`src/rtl/riscv_pkg.sv`:
```
// Shared RISC-V definitions for the MEM-stage load/store unit.
// Contents:
//   - opcode constants and funct3 load/store size encodings
//   - dmem FSM state enum and the latched request struct
//   - helpers that classify an access as illegal or misaligned
package riscv_pkg;

  localparam logic [6:0] OPC_LOAD  = 7'b0000011;
  localparam logic [6:0] OPC_STORE = 7'b0100011;

  localparam logic [2:0] F3_B  = 3'b000;
  localparam logic [2:0] F3_H  = 3'b001;
  localparam logic [2:0] F3_W  = 3'b010;
  localparam logic [2:0] F3_BU = 3'b100;
  localparam logic [2:0] F3_HU = 3'b101;

  localparam int NUM_LANES = 4;
  localparam int LANE_W    = 8;

  typedef enum logic [1:0] {
    ST_IDLE = 2'd0,
    ST_REQ  = 2'd1,
    ST_WAIT = 2'd2,
    ST_DONE = 2'd3
  } dmem_state_e;

  // Everything the bus needs is frozen here for the whole transaction.
  typedef struct packed {
    logic                               we;
    logic [29:0]                        waddr;
    logic [NUM_LANES-1:0]               be;
    logic [NUM_LANES-1:0][LANE_W-1:0]   wdata;
    logic [2:0]                         f3;
    logic [1:0]                         lo;
  } dmem_req_t;

  function automatic logic f3_illegal(input logic [2:0] f3);
    return (f3 != F3_B) && (f3 != F3_H) && (f3 != F3_W) &&
           (f3 != F3_BU) && (f3 != F3_HU);
  endfunction

  // Size lives in f3[1:0]; signedness bit f3[2] does not affect alignment.
  function automatic logic addr_misaligned(input logic [2:0] f3, input logic [1:0] lo);
    logic bad;
    bad = 1'b0;
    case (f3[1:0])
      F3_H[1:0]: bad = lo[0];
      F3_W[1:0]: bad = (lo != 2'b00);
      default:   bad = 1'b0;
    endcase
    return bad;
  endfunction

endpackage

```
`src/rtl/dmem_lane_align.sv`:
```
// Combinational lane steering for the data-memory port.
// Ports:
//   st_f3/st_lo/st_wdata -> st_be/st_wdata_rep : store byte enables and
//                                                lane-replicated write data
//   ld_f3/ld_lo/ld_word  -> ld_val             : load byte/half select with
//                                                sign or zero extension
module dmem_lane_align
  import riscv_pkg::*;
(
  input  logic [2:0]                        st_f3,
  input  logic [1:0]                        st_lo,
  input  logic [31:0]                       st_wdata,
  output logic [NUM_LANES-1:0]              st_be,
  output logic [NUM_LANES-1:0][LANE_W-1:0]  st_wdata_rep,
  input  logic [2:0]                        ld_f3,
  input  logic [1:0]                        ld_lo,
  input  logic [31:0]                       ld_word,
  output logic [31:0]                       ld_val
);

  // Per-lane store steering: bytes broadcast to all lanes, halves to both
  // half-word slots, words pass straight through.
  for (genvar i = 0; i < NUM_LANES; i++) begin : g_lane
    always_comb begin
      case (st_f3[1:0])
        F3_B[1:0]: begin
          st_wdata_rep[i] = st_wdata[7:0];
          st_be[i]        = (st_lo == 2'(i));
        end
        F3_H[1:0]: begin
          st_wdata_rep[i] = st_wdata[LANE_W*(i%2) +: LANE_W];
          st_be[i]        = (st_lo[1] == 1'(i/2));
        end
        default: begin
          st_wdata_rep[i] = st_wdata[LANE_W*i +: LANE_W];
          st_be[i]        = 1'b1;
        end
      endcase
    end
  end

  logic [7:0]  ld_byte;
  logic [15:0] ld_half;
  logic        ld_sx;

  assign ld_byte = ld_word[{ld_lo, 3'b000} +: 8];
  assign ld_half = ld_word[{ld_lo[1], 4'b0000} +: 16];
  assign ld_sx   = ~ld_f3[2];

  always_comb begin
    ld_val = ld_word;
    case (ld_f3[1:0])
      F3_B[1:0]: ld_val = {{24{ld_sx & ld_byte[7]}}, ld_byte};
      F3_H[1:0]: ld_val = {{16{ld_sx & ld_half[15]}}, ld_half};
      default:   ld_val = ld_word;
    endcase
  end

endmodule

```
`src/rtl/dmem_ctrl.sv`:
```
// MEM-stage load/store unit. Turns mem_read/mem_write into one req/gnt/rvalid
// bus transaction, stalls the pipeline until it completes, and hands aligned,
// extended load data to MEM/WB.
// Ports:
//   clk, rst_n                        clock, async active-low reset
//   mem_read, mem_write, funct3,
//   addr, wdata                       access from the MEM stage
//   rdata, stall, misalign, bus_err   results back to the pipeline
//   bus_req/we/addr/wdata/be          request side of the data bus
//   bus_gnt, bus_rvalid, bus_rdata    response side of the data bus
module dmem_ctrl
  import riscv_pkg::*;
#(
  parameter int XLEN    = 32,
  parameter int TIMEOUT = 255
) (
  input  logic            clk,
  input  logic            rst_n,
  input  logic            mem_read,
  input  logic            mem_write,
  input  logic [2:0]      funct3,
  input  logic [XLEN-1:0] addr,
  input  logic [XLEN-1:0] wdata,
  output logic [XLEN-1:0] rdata,
  output logic            stall,
  output logic            misalign,
  output logic            bus_err,
  output logic            bus_req,
  output logic            bus_we,
  output logic [XLEN-1:0] bus_addr,
  output logic [XLEN-1:0] bus_wdata,
  output logic [3:0]      bus_be,
  input  logic            bus_gnt,
  input  logic            bus_rvalid,
  input  logic [XLEN-1:0] bus_rdata
);

  localparam int CW = (TIMEOUT < 2) ? 1 : $clog2(TIMEOUT + 1);

  dmem_state_e          state_q, state_d;
  dmem_req_t            req_q;
  logic [CW-1:0]        cnt_q;
  logic [XLEN-1:0]      rdata_q;

  logic                 access, bad_acc, tmo_hit;
  logic                 latch, cap_load, cap_zero, cnt_clr;
  logic [NUM_LANES-1:0] st_be;
  logic [NUM_LANES-1:0][LANE_W-1:0] st_wdata_rep;
  logic [31:0]          ld_val;

  assign access  = mem_read | mem_write;
  assign bad_acc = f3_illegal(funct3) | addr_misaligned(funct3, addr[1:0]);
  // With TIMEOUT=0 the counter free-runs but never aborts.
  assign tmo_hit = (TIMEOUT != 0) && (cnt_q == CW'(TIMEOUT));

  dmem_lane_align u_align (
    .st_f3        (funct3),
    .st_lo        (addr[1:0]),
    .st_wdata     (wdata),
    .st_be        (st_be),
    .st_wdata_rep (st_wdata_rep),
    .ld_f3        (req_q.f3),
    .ld_lo        (req_q.lo),
    .ld_word      (bus_rdata),
    .ld_val       (ld_val)
  );

  always_ff @(posedge clk or negedge rst_n) begin
    if (!rst_n) state_q <= ST_IDLE;
    else        state_q <= state_d;
  end

  always_comb begin
    state_d  = state_q;
    stall    = 1'b0;
    misalign = 1'b0;
    bus_err  = 1'b0;
    bus_req  = 1'b0;
    latch    = 1'b0;
    cap_load = 1'b0;
    cap_zero = 1'b0;
    cnt_clr  = 1'b0;
    case (state_q)
      ST_IDLE: begin
        if (access) begin
          if (bad_acc) begin
            misalign = 1'b1;
            cap_zero = 1'b1;
          end else begin
            stall   = 1'b1;
            latch   = 1'b1;
            cnt_clr = 1'b1;
            state_d = ST_REQ;
          end
        end
      end
      ST_REQ: begin
        stall = 1'b1;
        if (tmo_hit) begin
          // Abort wins over a same-cycle grant: req is already low.
          bus_err  = 1'b1;
          cap_zero = 1'b1;
          state_d  = ST_DONE;
        end else begin
          bus_req = 1'b1;
          if (bus_gnt) begin
            cnt_clr = 1'b1;
            state_d = req_q.we ? ST_DONE : ST_WAIT;
          end
        end
      end
      ST_WAIT: begin
        stall = 1'b1;
        if (tmo_hit) begin
          bus_err  = 1'b1;
          cap_zero = 1'b1;
          state_d  = ST_DONE;
        end else if (bus_rvalid) begin
          cap_load = 1'b1;
          state_d  = ST_DONE;
        end
      end
      ST_DONE: state_d = ST_IDLE;
      default: state_d = ST_IDLE;
    endcase
  end

  always_ff @(posedge clk or negedge rst_n) begin
    if (!rst_n) begin
      req_q   <= '0;
      rdata_q <= '0;
      cnt_q   <= '0;
    end else begin
      if (latch) begin
        // Read wins when both strobes are up; loads use all lanes, no data.
        req_q.we    <= ~mem_read;
        req_q.waddr <= addr[XLEN-1:2];
        req_q.be    <= mem_read ? 4'hF : st_be;
        req_q.wdata <= mem_read ? '0 : st_wdata_rep;
        req_q.f3    <= funct3;
        req_q.lo    <= addr[1:0];
      end
      if (cap_load)      rdata_q <= ld_val;
      else if (cap_zero) rdata_q <= '0;
      if (cnt_clr)
        cnt_q <= '0;
      else if (state_q == ST_REQ || state_q == ST_WAIT)
        cnt_q <= cnt_q + CW'(1);
    end
  end

  // A faulting access advances the same cycle, so zero rdata combinationally.
  assign rdata     = misalign ? '0 : rdata_q;
  assign bus_we    = req_q.we;
  assign bus_addr  = {req_q.waddr, 2'b00};
  assign bus_be    = req_q.be;
  assign bus_wdata = req_q.wdata;

endmodule
```
`config.mk`:
```
export PLATFORM = sky130hd
export DESIGN_NAME = dmem_ctrl
export DESIGN_NICKNAME = d
export VERILOG_FILES = /design/src/rtl/riscv_pkg.sv /design/src/rtl/dmem_lane_align.sv /design/src/rtl/dmem_ctrl.sv
export SDC_FILE = /design/constraint.sdc
export NUM_CORES = 1
export LEC_CHECK = 0
export CAP_MARGIN = 40
export CORE_UTILIZATION = 64
export CTS_CLUSTER_DIAMETER = 200
export DETAILED_ROUTE_END_ITERATION = 6
export DONT_BUFFER_PORTS = 1
export GPL_TIMING_DRIVEN = 0
export PLACE_DENSITY = 0.86
export REMOVE_ABC_BUFFERS = 1
export SLEW_MARGIN = 15
export SYNTH_ARGS = -nofsm -noshare
export SYNTH_HDL_FRONTEND = slang
export SYNTH_SLANG_ARGS = --single-unit
```
`constraint.sdc`:
```
create_clock -name clk -period 2.3 [get_ports clk]
set_clock_uncertainty 0.1 [all_clocks]
set_input_delay 0.23 -clock clk [delete_from_list [all_inputs] [get_ports clk]]
set_output_delay 0.23 -clock clk [all_outputs]
set_load 0.1 [all_outputs]
```
==> results of run 1 <==
-- kinds of logic after synthesis --
logic type      count (synthesis)  synth area share, %
compound gates                133                 14.5
mux                            27                 4.60
fa+ha+maj                       8                 1.64
simple gates                  273                 19.7
buf+inv                       119                 12.0
other cells                     1               0.0613
xor+xnor                        7                 1.00
flops                         114                 46.6
-- per-stage QoR --
| stage | worst slack [ps] | cell area (um^2) | hold WS [ps] |
|---|---|---|---|
| detailed placement | -1340 | 7260 | -163 |
| global placement | -2740 | 5590 | -163 |
| floorplan | -1850 | 5430 | -166 |
==> summary.txt, run 1 <==
Run status
  • Run status: did not finish
  • Run Error: [ERROR DPL-0033] detailed placement checks failed during check placement.
  • Stage at which the run stopped: clock tree synthesis (4_1_cts)

Placement
  • Routability congestion estimate: 0.790
  • Placed cell count: 805
  • Dpl hpwl: 11.1 mm
  • Total of buffers placed on input and output ports: 0

Yosys
  • Gate count of the mapped netlist: 682
  • Top cells by area in the synthesized netlist: sky130_fd_sc_hd__dfrtp_1, sky130_fd_sc_hd__nand2_1, sky130_fd_sc_hd__buf_4
  • Top cell type's share of synthesized area: 46.6%
  • Most common cell in the synthesized netlist: sky130_fd_sc_hd__nand2_1
  • Post-Syn Area: 6120 um^2
  • Synth cell count leaders: sky130_fd_sc_hd__nand2_1, sky130_fd_sc_hd__dfrtp_1, sky130_fd_sc_hd__buf_4, sky130_fd_sc_hd__o22ai_1, sky130_fd_sc_hd__and2_1
  • Post-synthesis area per instance: 8.98 um^2
  • Number of distinct standard cells referenced by the synthesized netlist: 48
  • Leading area contributor after synthesis: sky130_fd_sc_hd__dfrtp_1
  • Most frequently used flop master after synthesis: sky130_fd_sc_hd__dfrtp_1
  • Async set-or-reset flop fraction in the synthesized netlist: 100%
  • Share of the yosys chip area belonging to registers: 46.6%
  • Number of flops mapped to enable cells by yosys: 0
  • Yosys Warn Count: 0
  • Synthesized flop and latch total: 114

Clocking
  • Longest Clk Path Bufs: 2
  • CTS H-Tree Depth: 4
  • Setup repair bufs after CTS: 8
  • Clk Tree Root Cell: sky130_fd_sc_hd__clkbuf_8
  • CTS-repair resized insts: 23
  • Clock sinks: 114
  • Num CTS Buffers: 17
  • Post-CTS Hold Buffers: 105

Floorplanning
  • Number of standard-cell rows in the floorplan: 35
  • Number of top-level pins: 210
  • Initial Utilization: 66.3%
  • Die H: 99.8 um
  • Die W: 99.8 um
==> run 2, diff against run 1 <==
CORE_UTILIZATION = 40   (was 64)
CTS_CLUSTER_DIAMETER = default   (was 200)
PLACE_DENSITY = default   (was 0.86)
PLACE_DENSITY_LB_ADDON = 0.15   (was default)
==> summary.txt, run 2 <==
Run status
  • Run status: finished with violations
  • Violations in the final reports: hold timing

Timing
  • Unrepaired setup endpoints after global routing: true
  • Final critical delay including setup and external delays: 2270 ps
  • Slew at the pin with the worst max-slew slack: 914 ps
  • Setup ws final: 29.5 ps
  • Final count of pins violating max slew: 0
  • Fin crit share: 98.7%
  • Slew margin rel.: 39.1%
  • Fin. Hold Viols: 114
  • Fmax achieved: 0.440 GHz
  • Tightest hold margin: -582 ps
  • Final setup violation count: 0

Clocking
  • Clock insertion delay at the later pin of the skew report: 400 ps
  • Longest Clk Path Bufs: 2 (unchanged)
  • Post-CTS Hold Buffers: 100 (-4.8%)
  • Clock transition at the register clock pins on the worst setup and hold paths after CTS: 50 ps
  • TritonCTS clock tree: yes
  • CTS H-Tree Depth: 4 (unchanged)
  • Num CTS Buffers: 17 (unchanged)
  • Clk Tree Root Cell: sky130_fd_sc_hd__clkbuf_16
  • Clock sinks: 114 (unchanged)

Floorplanning
  • DIE AREA: 15800 um^2
  • Core Footprint: 14800 um^2
  • Number of top-level pins: 210 (unchanged)
  • Die H: 126 um (+26%)
  • Initial Utilization: 41.5% (-25 points)
  • Die W: 126 um (+26%)
  • Number of standard-cell rows in the floorplan: 44 (+26%)

Global route
  • Via count of the first global-routing pass: 5899
  • Initial antenna violation count: 1
  • Wire length of the first global-routing pass: 29.9 mm
  • Overflow after GRT: 0
  • All-layer global routing usage: 24.3%
  • Maximum number of pins on one net before global-route repair: 115

Yosys
  • Leading area contributor after synthesis: sky130_fd_sc_hd__dfrtp_1
  • Synthesized flop and latch total: 114 (unchanged)
  • Post-synthesis mux area share: 4.60% (unchanged)
  • Share of the synthesized area in compound gates (AO/OA/AOI/OAI): 14.5% (unchanged)
  • Basic-gate share of the synthesized area counting and, or, nand and nor cells: 19.7% (unchanged)
  • Number of distinct standard cells referenced by the synthesized netlist: 48 (unchanged)
  • Most frequently used flop master after synthesis: sky130_fd_sc_hd__dfrtp_1
  • Synth cell count leaders: sky130_fd_sc_hd__nand2_1, sky130_fd_sc_hd__dfrtp_1, sky130_fd_sc_hd__buf_4, sky130_fd_sc_hd__o22ai_1, sky130_fd_sc_hd__and2_1
  • Yosys Warn Count: 0 (unchanged)
  • Post-Syn Area: 6120 um^2 (unchanged)
  • Top cell type's share of synthesized area: 46.6% (unchanged)
  • Post-synthesis area per instance: 8.98 um^2 (unchanged)
  • Adder-Cell Fraction of Synth Area: 1.63% (unchanged)
  • Most common cell in the synthesized netlist: sky130_fd_sc_hd__nand2_1
  • Top cells by area in the synthesized netlist: sky130_fd_sc_hd__dfrtp_1, sky130_fd_sc_hd__nand2_1, sky130_fd_sc_hd__buf_4
  • Post-synthesis share of cell area spent on xor and xnor gates: 1.00% (unchanged)
  • Number of flops mapped to enable cells by yosys: 0 (unchanged)
  • Share of the yosys chip area belonging to registers: 46.6% (unchanged)
  • Gate count of the mapped netlist: 682 (unchanged)
  • Dominant combinational cell family by area after synthesis: simple AND/OR/NAND/NOR gates
  • Async set-or-reset flop fraction in the synthesized netlist: 100% (unchanged)

Placement
  • Pre-CTS WS: -827 ps (+517 ps)
  • Routability congestion estimate: 0.789 (about the same)
  • Dpl hpwl: 10.8 mm (-2.9%)
  • Total of buffers placed on input and output ports: 0 (unchanged)

Setup path
  • Crit path capture type: output port
  • Worst path required time: 1970 ps
  • Startpoint kind of the worst setup timing path: primary input
  • Register-to-register setup slack: 100 ps
  • Critical setup path kind: in2out
  • Arrival time of data at the critical path endpoint: 1940 ps
  • Biggest fanout along the worst timing path: 18

Route
  • Routed via count: 5597
  • Routed len/inst: 18.5 um
  • Vias per inst: 5.33
  • Routed Wire Length: 19.4 mm
  • Post-route ant nets: 0
  • DRT Pass-1 Iters: 5
  • Initial DRC count: 388
  • DRC violations left: 0

Layout
  • Commonest non-fill, non-tap cells in the layout: sky130_fd_sc_hd__nand2_1, sky130_fd_sc_hd__dfrtp_1, sky130_fd_sc_hd__dlygate4sd3_1, sky130_fd_sc_hd__buf_16, sky130_fd_sc_hd__o22ai_1
  • Number of nets in the layout: 967
  • Most common library cell in the layout ignoring fill and taps: sky130_fd_sc_hd__nand2_1
  • Total area of sequential cells: 2850 um^2
  • Share of post-route cells with drive strength above 1: 19.6%
  • Area used by multi-input combinational logic: 2640 um^2
  • Growth of design area from synthesis to finish: 63.0%
  • Number of filler cells placed in the layout: 1044

Run
  • Number of max-capacitance violations reported: 0

Min path
  • Worst min path class: in2async
[run 2: cell counts after synthesis]
Identical to the previous run, type by type.
[run 2: stage by stage]
stage               setup TNS [ps]  std cells  hold WS (ps)  area (um^2)  utilization [%]
floorplan                  -121830        573          -166         5430                -
global placement           -280430        757          -163         5660             38.3
detailed placement          -66920        879          -164         7840             53.1
CTS                          -58.9       1015          -604         9490             64.3
global route                 -60.3       1051          -614         9980             67.6
finish                           0       1051          -582         9980             67.6
[run 2: worst paths after layout]
check | from | end | cells past startpoint
worst max register to register | req_q[3]$_DFFE_PN0P_ | rdata_q[26]$_DFFE_PN0P_ | 5
max in group asynchronous | rst_n | req_q[1]$_DFFE_PN0P_ | 0
worst max-delay path | funct3[1] | stall | 9
worst min register to register | rdata_q[21]$_DFFE_PN0P_ | rdata_q[21]$_DFFE_PN0P_ | 2
min in group clk | mem_read | bus_wdata[19]$_DFFE_PN0P_ | 2
worst min-delay path | rst_n | bus_addr[23]$_DFFE_PN0P_ | 0
[run 2: cells by family after synthesis]
family                     count (synthesis)
adders and majority gates                  8
AOI/OAI and AO/OA                        133
other                                      1
and+or+nand+nor                          273
muxes                                     27
buffers and inverters                    119
xor gates and xnor gates                   7
DFF                                      114
[run 2: cell type report]
class / instances / share of cell area, %
Timing Repair Buffer: 262 / 36.9
Sequential cell: 114 / 28.6
Multi-Input combinational cell: 450 / 26.5
Clock buffer: 24 / 4.63
Tap cell: 184 / 2.31
Clock inverter: 7 / 0.602
Inverter: 9 / 0.451
Antenna cell: 1 / 0.0251
[run 2: metal layers]
metal  vias up  track usage (%)  routed length, um
met2       237             41.4               9570
met5         -                0                  0
met4         0             10.2                501
li1       2593                -                  -
met1      2727             28.1               8040
met3        40             7.65               1280
[run 2: critical path, stage by stage]
cell	delay [ps]
sky130_fd_sc_hd__inv_1	60
sky130_fd_sc_hd__ha_4	240
sky130_fd_sc_hd__o211a_1	230
sky130_fd_sc_hd__a211o_2	380
sky130_fd_sc_hd__nor2_4	170
sky130_fd_sc_hd__buf_12	170
sky130_fd_sc_hd__nor2_1	60
sky130_fd_sc_hd__nor2_2	160
sky130_fd_sc_hd__clkbuf_16	220
[run 2: timing repair]
| action | 4_1_cts | 5_1_grt |
|---|---|---|
| pin swaps | 2 | 4 |
| gates resized for setup | 18 | 10 |
| hold endpoints to repair | 217 | 114 |
| buffers inserted | 5 | 2 |
| gates cloned | 0 | 2 |
| setup endpoints to repair | 75 | 57 |
Power of run 2 is not shown: default switching activity piles up to over one toggle a cycle in this logic, so the estimate is an artifact.
==> run 3, diff against run 2 <==
CTS_BUF_LIST = sky130_fd_sc_hd__clkbuf_8 sky130_fd_sc_hd__clkbuf_16   (was default)
==> summary.txt, run 3 (same netlist as run 2, synthesis figures left out) <==
Global route
  • Via count of the first global-routing pass: 5899 (unchanged)
  • All-layer global routing usage: 24.3% (unchanged)
  • Wire length of the first global-routing pass: 29.9 mm (unchanged)
  • Overflow after GRT: 0 (unchanged)
  • Maximum number of pins on one net before global-route repair: 115 (unchanged)
  • Initial antenna violation count: 1 (unchanged)

Route
  • Routed len/inst: 18.4 um (about the same)
  • Vias per inst: 5.33 (+0.11%)
  • Routed via count: 5603 (+0.11%)
  • Initial DRC count: 348 (-10%)
  • Post-route ant nets: 0 (unchanged)
  • DRC violations left: 0 (unchanged)
  • Routed Wire Length: 19.4 mm (about the same)
  • DRT Pass-1 Iters: 5 (unchanged)

Timing
  • Tightest hold margin: -583 ps (-0.749 ps)
  • Post-route setup TNS: 0 ps (unchanged)
  • Slew at the pin with the worst max-slew slack: 914 ps (+0.00316 ps)
  • Final count of pins violating max slew: 0 (unchanged)
  • Fin. Hold Viols: 114 (unchanged)
  • Unrepaired setup endpoints after global routing: true
  • Slew margin rel.: 39.1% (about the same)
  • Final setup violation count: 0 (unchanged)
  • Fmax achieved: 0.440 GHz (about the same)
  • Fin crit share: 98.8% (about the same)
  • Final critical delay including setup and external delays: 2270 ps (+1.77 ps)

Clocking
  • Clock sinks: 114 (unchanged)
  • Num CTS Buffers: 17 (unchanged)
  • Longest Clk Path Bufs: 2 (unchanged)
  • CTS H-Tree Depth: 4 (unchanged)
  • TritonCTS clock tree: yes
  • Clock insertion delay at the later pin of the skew report: 400 ps (about the same)
  • Post-CTS Hold Buffers: 100 (unchanged)
  • Clock transition at the register clock pins on the worst setup and hold paths after CTS: 50 ps (about the same)
  • Clk Tree Root Cell: sky130_fd_sc_hd__clkbuf_16

Setup path
  • Crit path capture type: output port
  • Arrival time of data at the critical path endpoint: 1940 ps (about the same)
  • Worst path required time: 1970 ps (about the same)
  • Register-to-register setup slack: 110 ps (about the same)
  • Startpoint kind of the worst setup timing path: primary input
  • Critical setup path kind: in2out
  • Biggest fanout along the worst timing path: 18 (unchanged)

Placement
  • Dpl hpwl: 10.8 mm (unchanged)
  • Total of buffers placed on input and output ports: 0 (unchanged)
  • Post-placement cell area: 7840 um^2 (unchanged)
  • Routability congestion estimate: 0.789 (unchanged)

Floorplanning
  • Initial Utilization: 41.5% (unchanged)
  • Number of standard-cell rows in the floorplan: 44 (unchanged)
  • DIE AREA: 15800 um^2 (unchanged)
  • Core Footprint: 14800 um^2 (unchanged)
  • Die H: 126 um (unchanged)
  • Number of top-level pins: 210 (unchanged)
  • Die W: 126 um (unchanged)

Layout
  • Share of post-route cells with drive strength above 1: 19.6% (unchanged)
  • Fin util: 67.6% (unchanged)
  • Final Instance Area: 9980 um^2 (unchanged)
  • Number of nets in the layout: 967 (unchanged)
  • Most common library cell in the layout ignoring fill and taps: sky130_fd_sc_hd__nand2_1
  • Growth of design area from synthesis to finish: 63.0% (unchanged)
  • Commonest non-fill, non-tap cells in the layout: sky130_fd_sc_hd__nand2_1, sky130_fd_sc_hd__dfrtp_1, sky130_fd_sc_hd__dlygate4sd3_1, sky130_fd_sc_hd__buf_16, sky130_fd_sc_hd__o22ai_1

Run
  • Number of max-capacitance violations reported: 0 (unchanged)

Run status
  • Run status: finished with violations
  • Violations in the final reports: hold timing

Min path
  • Worst min path class: in2async
==> run 3: stage by stage <==
step	std cells	setup slack (ps)
6_report	1051	27.8
5_1_grt	1051	-60.3
4_1_cts	1015	-58.9
3_5_place_dp	879	-827
3_3_place_gp	757	-2950
2_1_floorplan	573	-1850
==> run 3: cell type report <==
| cell class | instances | area [um^2] |
|---|---|---|
| fill | 1044 | 4780 |
| timing repair buffer | 262 | 3680 |
| sequential | 114 | 2850 |
| multi-input combinational | 450 | 2640 |
| clock buffer | 18 | 439 |
| tap | 184 | 230 |
| clock inverter | 13 | 82.6 |
| inverter | 9 | 45.0 |
| antenna | 1 | 2.50 |
==> run 3: worst max-delay path: stages <==
cell and delay, ps:
sky130_fd_sc_hd__inv_1 60, sky130_fd_sc_hd__ha_4 240, sky130_fd_sc_hd__o211a_1 230, sky130_fd_sc_hd__a211o_2 380, sky130_fd_sc_hd__nor2_4 170, sky130_fd_sc_hd__buf_12 170
sky130_fd_sc_hd__nor2_1 60, sky130_fd_sc_hd__nor2_2 160, sky130_fd_sc_hd__clkbuf_16 220
==> run 3: layer usage <==
layer	part of all wire [%]	vias up	wire length (um)	GRT usage [%]
met1	41	2730	7970	28.1
met3	6.9	40	1330	7.65
met5	0	-	0	0
met2	49	244	9580	41.4
li1	-	2589	-	-
met4	2.6	0	499	10.2
==> run 3: worst paths after layout <==
path,end,from,depth (start not counted)
setup / recovery,stall,funct3[1],9
min in group clk,bus_wdata[19]$_DFFE_PN0P_,mem_read,2
max in group asynchronous,req_q[1]$_DFFE_PN0P_,rst_n,0
hold / removal,bus_addr[23]$_DFFE_PN0P_,rst_n,0
hold reg to reg,rdata_q[21]$_DFFE_PN0P_,rdata_q[21]$_DFFE_PN0P_,2
setup reg to reg,rdata_q[26]$_DFFE_PN0P_,req_q[3]$_DFFE_PN0P_,5
==> run 3: repair_timing <==
| action | 4_1_cts | 5_1_grt |
|---|---|---|
| gates cloned | 0 | 2 |
| endpoints found under the hold margin | 217 | 114 |
| endpoints found under the setup margin | 75 | 57 |
| pin swaps | 2 | 4 |
| gates resized for setup | 18 | 10 |
| buffers inserted | 5 | 2 |
Power of run 3 is left out for the same reason.
